<file path="config.mk">
export PLATFORM = sky130hd
export DESIGN_NAME = spi_ip_shift_register
export DESIGN_NICKNAME = d
export VERILOG_FILES = /design/src/rtl/spi_ip_shift_register.sv
export SDC_FILE = /design/constraint.sdc
export NUM_CORES = 1
export LEC_CHECK = 0
export ABC_AREA = 1
export BUFFER_PORTS_ARGS = -buffer_cell sky130_fd_sc_hd__buf_2
export CAP_MARGIN = 10
export CORE_MARGIN = 2
export CORE_UTILIZATION = 43
export CTS_BUF_LIST = sky130_fd_sc_hd__clkbuf_16
export CTS_CLUSTER_DIAMETER = 80
export DETAILED_ROUTE_END_ITERATION = 8
export HOLD_SLACK_MARGIN = 0.03
export MAX_ROUTING_LAYER = met4
export PLACE_DENSITY = 0.71
export SLEW_MARGIN = 20
export SYNTH_ARGS = -nofsm -noshare
export SYNTH_HDL_FRONTEND = slang
export SYNTH_SLANG_ARGS = --single-unit
</file>
<file path="constraint.sdc">
create_clock -name sr_clk_i -period 1.5 [get_ports sr_clk_i]
set_input_delay 0.075 -clock sr_clk_i [delete_from_list [all_inputs] [get_ports sr_clk_i]]
set_output_delay 0.075 -clock sr_clk_i [all_outputs]
set_load 0.02 [all_outputs]
</file>
<file path="src/rtl/spi_ip_shift_register.sv">
// SPI data-path shift register: parallel load of a word or half word, one bit
// launched per launch strobe and one bit captured per capture strobe, MSB- or
// LSB-first. The received bits collect in the register and a level flag marks
// completion. Strobes come from the SPI clock-generation/control block.
module spi_ip_shift_register #(
  parameter int PARAM_SR_WIDTH = 16
) (
  input  logic                      sr_clk_i,
  input  logic                      sr_rst_i,
  input  logic [PARAM_SR_WIDTH-1:0] sr_data_load_i,
  input  logic [1:0]                sr_load_type_i,
  input  logic                      sr_load_i,
  input  logic                      sr_enable_launch_i,
  input  logic                      sr_enable_capture_i,
  input  logic                      sr_enable_launch_capture_i,
  input  logic                      sr_data_serial_i,
  output logic [PARAM_SR_WIDTH-1:0] sr_data_out_o,
  output logic                      sr_data_serial_o,
  output logic                      sr_data_ready_o
);

  localparam int W  = PARAM_SR_WIDTH;
  localparam int H  = W / 2;
  localparam int CW = $clog2(W) + 1;

  localparam logic [CW-1:0] LEN_WORD   = CW'(W);
  localparam logic [CW-1:0] LEN_HALF   = CW'(H);
  localparam logic [CW-1:0] CNT_ZERO   = {CW{1'b0}};
  localparam logic [CW-1:0] CNT_ONE    = {{(CW-1){1'b0}}, 1'b1};
  localparam logic [1:0]    TYPE_RESET = 2'b01;  // word, MSB-first

  // Load type encoding: bit0 = word (1) / half word (0), bit1 = LSB-first (1)
  localparam logic [1:0] TYPE_HW_MSB = 2'b00;
  localparam logic [1:0] TYPE_W_MSB  = 2'b01;
  localparam logic [1:0] TYPE_HW_LSB = 2'b10;
  localparam logic [1:0] TYPE_W_LSB  = 2'b11;

  logic [W-1:0]  sr_q,     sr_d;
  logic          serial_q, serial_d;
  logic          ready_q,  ready_d;
  logic [CW-1:0] cnt_q,    cnt_d;
  logic [1:0]    type_q,   type_d;

  logic [CW-1:0] len_s;
  logic          active_s;
  logic          launch_en_s;
  logic          capture_en_s;
  logic          launch_bit_s;
  logic [W-1:0]  shifted_s;
  logic [W-1:0]  load_val_s;

  // Next register value after one capture; half-word modes keep the upper half cleared
  function automatic logic [W-1:0] shift_field(input logic [W-1:0] cur,
                                               input logic [1:0]   ltype,
                                               input logic         si);
    logic [W-1:0] res;
    res = {W{1'b0}};
    case (ltype)
      TYPE_HW_MSB: res = {{H{1'b0}}, cur[H-2:0], si};
      TYPE_W_MSB:  res = {cur[W-2:0], si};
      TYPE_HW_LSB: res = {{H{1'b0}}, si, cur[H-1:1]};
      TYPE_W_LSB:  res = {si, cur[W-1:1]};
      default:     res = {W{1'b0}};
    endcase
    return res;
  endfunction

  // Bit that goes on the wire next: top of the active field or bit 0
  function automatic logic launch_bit(input logic [W-1:0] cur,
                                      input logic [1:0]   ltype);
    logic b;
    b = 1'b0;
    case (ltype)
      TYPE_HW_MSB: b = cur[H-1];
      TYPE_W_MSB:  b = cur[W-1];
      TYPE_HW_LSB: b = cur[0];
      TYPE_W_LSB:  b = cur[0];
      default:     b = 1'b0;
    endcase
    return b;
  endfunction

  // Derived transfer length, strobe qualification and datapath candidates
  always_comb begin
    len_s        = type_q[0] ? LEN_WORD : LEN_HALF;
    active_s     = (cnt_q < len_s);
    launch_en_s  = sr_enable_launch_i  & sr_enable_launch_capture_i & active_s;
    capture_en_s = sr_enable_capture_i & sr_enable_launch_capture_i & active_s;
    launch_bit_s = launch_bit(sr_q, type_q);
    shifted_s    = shift_field(sr_q, type_q, sr_data_serial_i);
    if (sr_load_type_i[0]) begin
      load_val_s = sr_data_load_i;
    end else begin
      load_val_s = {{H{1'b0}}, sr_data_load_i[H-1:0]};
    end
  end

  // Next-state selection: load wins over launch/capture; finished transfers hold
  always_comb begin
    sr_d     = sr_q;
    serial_d = serial_q;
    ready_d  = ready_q;
    cnt_d    = cnt_q;
    type_d   = type_q;
    if (sr_load_i) begin
      type_d  = sr_load_type_i;
      sr_d    = load_val_s;
      cnt_d   = CNT_ZERO;
      ready_d = 1'b0;
    end else begin
      // launch reads sr_q, so a same-cycle capture cannot disturb the launched bit
      if (launch_en_s) begin
        serial_d = launch_bit_s;
      end else begin
        serial_d = serial_q;
      end
      if (capture_en_s) begin
        sr_d  = shifted_s;
        cnt_d = cnt_q + CNT_ONE;
        if ((cnt_q + CNT_ONE) == len_s) begin
          ready_d = 1'b1;
        end else begin
          ready_d = ready_q;
        end
      end else begin
        sr_d  = sr_q;
        cnt_d = cnt_q;
      end
    end
  end

  // State registers with synchronous reset overriding any load or transfer
  always_ff @(posedge sr_clk_i) begin
    if (sr_rst_i) begin
      sr_q     <= {W{1'b0}};
      serial_q <= 1'b0;
      ready_q  <= 1'b0;
      cnt_q    <= CNT_ZERO;
      type_q   <= TYPE_RESET;
    end else begin
      sr_q     <= sr_d;
      serial_q <= serial_d;
      ready_q  <= ready_d;
      cnt_q    <= cnt_d;
      type_q   <= type_d;
    end
  end

  assign sr_data_out_o    = sr_q;
  assign sr_data_serial_o = serial_q;
  assign sr_data_ready_o  = ready_q;

endmodule

</file>
==> results.sh <==
export IMPL_finalSetupViolations=0
export IMPL_path_max_fanout=14
export IMPL_diodes=0
export IMPL_r2r_start="type_q[0]$_SDFFE_PP1P_"
export IMPL_drtPass1Iterations=4
export IMPL_postSynthCellCount=215
export IMPL_critPathCapture="sr_data_out_o[5]$_SDFFE_PP0P_"
export IMPL_outcome="complete, no violations"
export IMPL_finalMaxSlewViolations=0
export IMPL_grt_first_pass_wirelength_mm=6.15
export IMPL_cts_sinks=25
export IMPL_top_usage_layer="met2"
export IMPL_yosys_warnings=0
export IMPL_via_count=1568
export IMPL_grt_overflow_total=0
export IMPL_ant_nets=0
export IMPL_layout_min_cycle_time_ps=1430
export IMPL_grt_start_max_net_pins=19
export IMPL_slowest_delay_ps=330
export IMPL_synth_top_area_cell="dfxtp_1"
export IMPL_wl_per_cell_um=11.8
export IMPL_maxCapViolations=0
export IMPL_required_ps=1650
export IMPL_grt_use_met1=0.244
export IMPL_grt_pass1_vias=1452
export IMPL_place_ws_ps=61.7
export IMPL_dieArea_sq_mm=0.00393
export IMPL_vdd_drop_max_v=0.000904
export IMPL_dpl_hpwl_mm=2.72
export IMPL_grt_usage=0.196
export IMPL_syn_nets=243
export IMPL_fin_util=0.565
export IMPL_core_area_sq_mm=0.00334
export IMPL_hold_slack_ps=67.5
export IMPL_drc_errors=0
export IMPL_maxSlewHeadroom=0.638
export IMPL_synth_distinct_cells=24
export IMPL_initial_core_util=0.444
export IMPL_use_met2=0.327
export IMPL_fillers=353
export IMPL_areaGrowthSynthToFinish_pct=27.1
export IMPL_stdcell_count=308
export IMPL_ys_seq_area_frac=0.338
export IMPL_synth_edff_count=0
export IMPL_drive_gt1_frac=0.282
export IMPL_fin_crit_sh=0.954
export IMPL_die_h_um=62.7
export IMPL_reg2reg_to="sr_data_out_o[5]$_SDFFE_PP0P_"
export IMPL_r2r_cells=8
export IMPL_crit_path_end_kind="flop"
export IMPL_timing_final_ws_setup_ps=69.6
export IMPL_wl_mm=3.63
export IMPL_clk_path_buf_depth=2
export IMPL_crit_chain="inv_1, ha_4, o21ai_4, nand3_4, nand2_8, buf_4, o21ai_1, nor2_1"
export IMPL_start_kind="flop"
export IMPL_fp_row_count=21
export IMPL_critPathSlowestCell="dfxtp_1"
export IMPL_hold_viol=0
export IMPL_async_flop_share=0
export IMPL_p_per_area_mw_per_mm2=929
export IMPL_critPathLaunch="type_q[0]$_SDFFE_PP1P_"
export IMPL_cts_buffers=3
export IMPL_gp_routability_congestion=0.822
export IMPL_r2r_slack_ps=70
export IMPL_arrival_ps=1580
export IMPL_cts_tree="yes"
export IMPL_cts_root_buf="clkbuf_16"
export IMPL_p_leak_nw=0.861
export IMPL_worst_setup_path_type="flop to flop"
export IMPL_antenna_found_initial=0
export IMPL_synth_flop_cell="dfxtp_1"
export IMPL_netlist_area_sq_mm=0.00148
export IMPL_synth_area_top_cells="dfxtp_1, nand2_1, o21ai_0"
export IMPL_synth_top_area_share=0.338
export IMPL_ys_ff_latch=25
export IMPL_htreeDepth=1
export IMPL_use_met3=0.0396
export IMPL_max_freq_mhz=699
export IMPL_io_pins=43
export IMPL_clk_pin_slew_ps=60
export IMPL_worst_slew_pin_transition_ps=543
export IMPL_clk_latency_ps=260
export IMPL_cts_setup_buffers=0
export IMPL_final_net_count=291
export IMPL_setup_tns_ps=0
export IMPL_hold_path_class="primary input to flop"
export IMPL_portBuffers=42
export IMPL_drtIter0Drc=65
export IMPL_final_setup_skew_ps=3.09
export IMPL_syn_area_per_cell_sq_um=6.90
export IMPL_die_x_um=62.7
export IMPL_drt_vias_per_instance=5.09
export IMPL_dp_cells=303
## report_power, final
part / total (W) / internal, W / switching (W) / leakage (nW)
Sequential: 0.000755 / 0.000711 / 0.0000442 / 0.206
Combinational: 0.000405 / 0.000160 / 0.000246 / 0.613
Clock: 0.000591 / 0.000357 / 0.000234 / 0.0423
## worst min path at each step
stage | end | from | slack, ps | cells past startpoint
after CTS | type_q[0]$_SDFFE_PP1P_ | sr_load_type_i[0] | 70 | 3
final | type_q[0]$_SDFFE_PP1P_ | sr_load_type_i[0] | 70 | 3
after global placement | sr_data_out_o[11]$_SDFFE_PP0P_ | sr_rst_i | 280 | 2
after floorplan | sr_data_out_o[11]$_SDFFE_PP0P_ | sr_rst_i | 140 | 1
after global routing | type_q[0]$_SDFFE_PP1P_ | sr_load_type_i[0] | 110 | 3
after detailed placement | sr_data_out_o[11]$_SDFFE_PP0P_ | sr_rst_i | 280 | 2
## cells in the mapped netlist, types with 4 or more instances
library cell / number
nand2_1: 40
o21ai_0: 27
dfxtp_1: 25
inv_1: 24
nor2_1: 17
a21oi_1: 12
nand3_1: 11
o21ai_1: 8
buf_2: 7
nand4_1: 6
a21boi_0: 5
a21oi_2: 5
o22ai_1: 5
o21ai_2: 4
## worst max-delay path, delay by kind of cell (launching register included)
kind                     cells  cell delay, ps
flip-flops                   1             330
AO/OA/AOI/OAI                2             190
adder cells (fa/ha/maj)      1             280
AND/OR/NAND/NOR              3             270
buffers and inverters        2             260
## through the flow
step	instance area [sq um]	total power, W
floorplan	1480	0.00103
CTS	1850	0.00175
detailed placement	1760	0.00116
global placement	1760	0.00116
global route	1880	0.00185
finish	1880	0.00175
## what timing repair did
item                                    4_1_cts  5_1_grt
hold buffers                                  1        0
gates resized for setup                       0        5
endpoints found under the setup margin        0       11
hold endpoints to repair                      1        0
## per-layer routing
metal / part of all wire / vias up
met5: 0 / -
met4: 0.014 / 0
met3: 0.054 / 8
met2: 0.47 / 40
met1: 0.46 / 700
li1: - / 820
## cell usage in the layout (no fill, tap or decap), drive strengths merged
cell type     n
a21boi        5
a21oi        17
a22oi         2
buf          53
clkbuf        3
dfxtp        25
dlygate4sd3   1
ha            3
inv          28
nand2        42
nand3        12
nand4         6
nor2         17
o211ai        3
o21ai        40
o22ai         5
## area by class of cell
type | instances | area, sq um | share of cell area
sequential | 25 | 500 | 0.266
timing repair buffer | 54 | 307 | 0.163
clock inverter | 1 | 3.75 | 0.00199
multi-input combinational | 152 | 840 | 0.446
tap | 46 | 57.6 | 0.0305
clock buffer | 3 | 75.1 | 0.0398
inverter | 27 | 101 | 0.0538
## cells by family (layout without fill, tap and decap cells)
group,count (synthesis),in the layout,share of synthesized area
simple gates,77,77,0.225
compound gates,72,72,0.295
buf+inv,38,85,0.117
flops,25,25,0.338
fa+ha+maj,3,3,0.0253
## state kept, by name (all words and copies together) (netlist names)
signal,cells
type_q,2
sr_data_ready_o,1
cnt_q,5
sr_data_out_o,16
sr_data_serial_o,1
No activity file was read; power rests on OpenSTA's default activity.
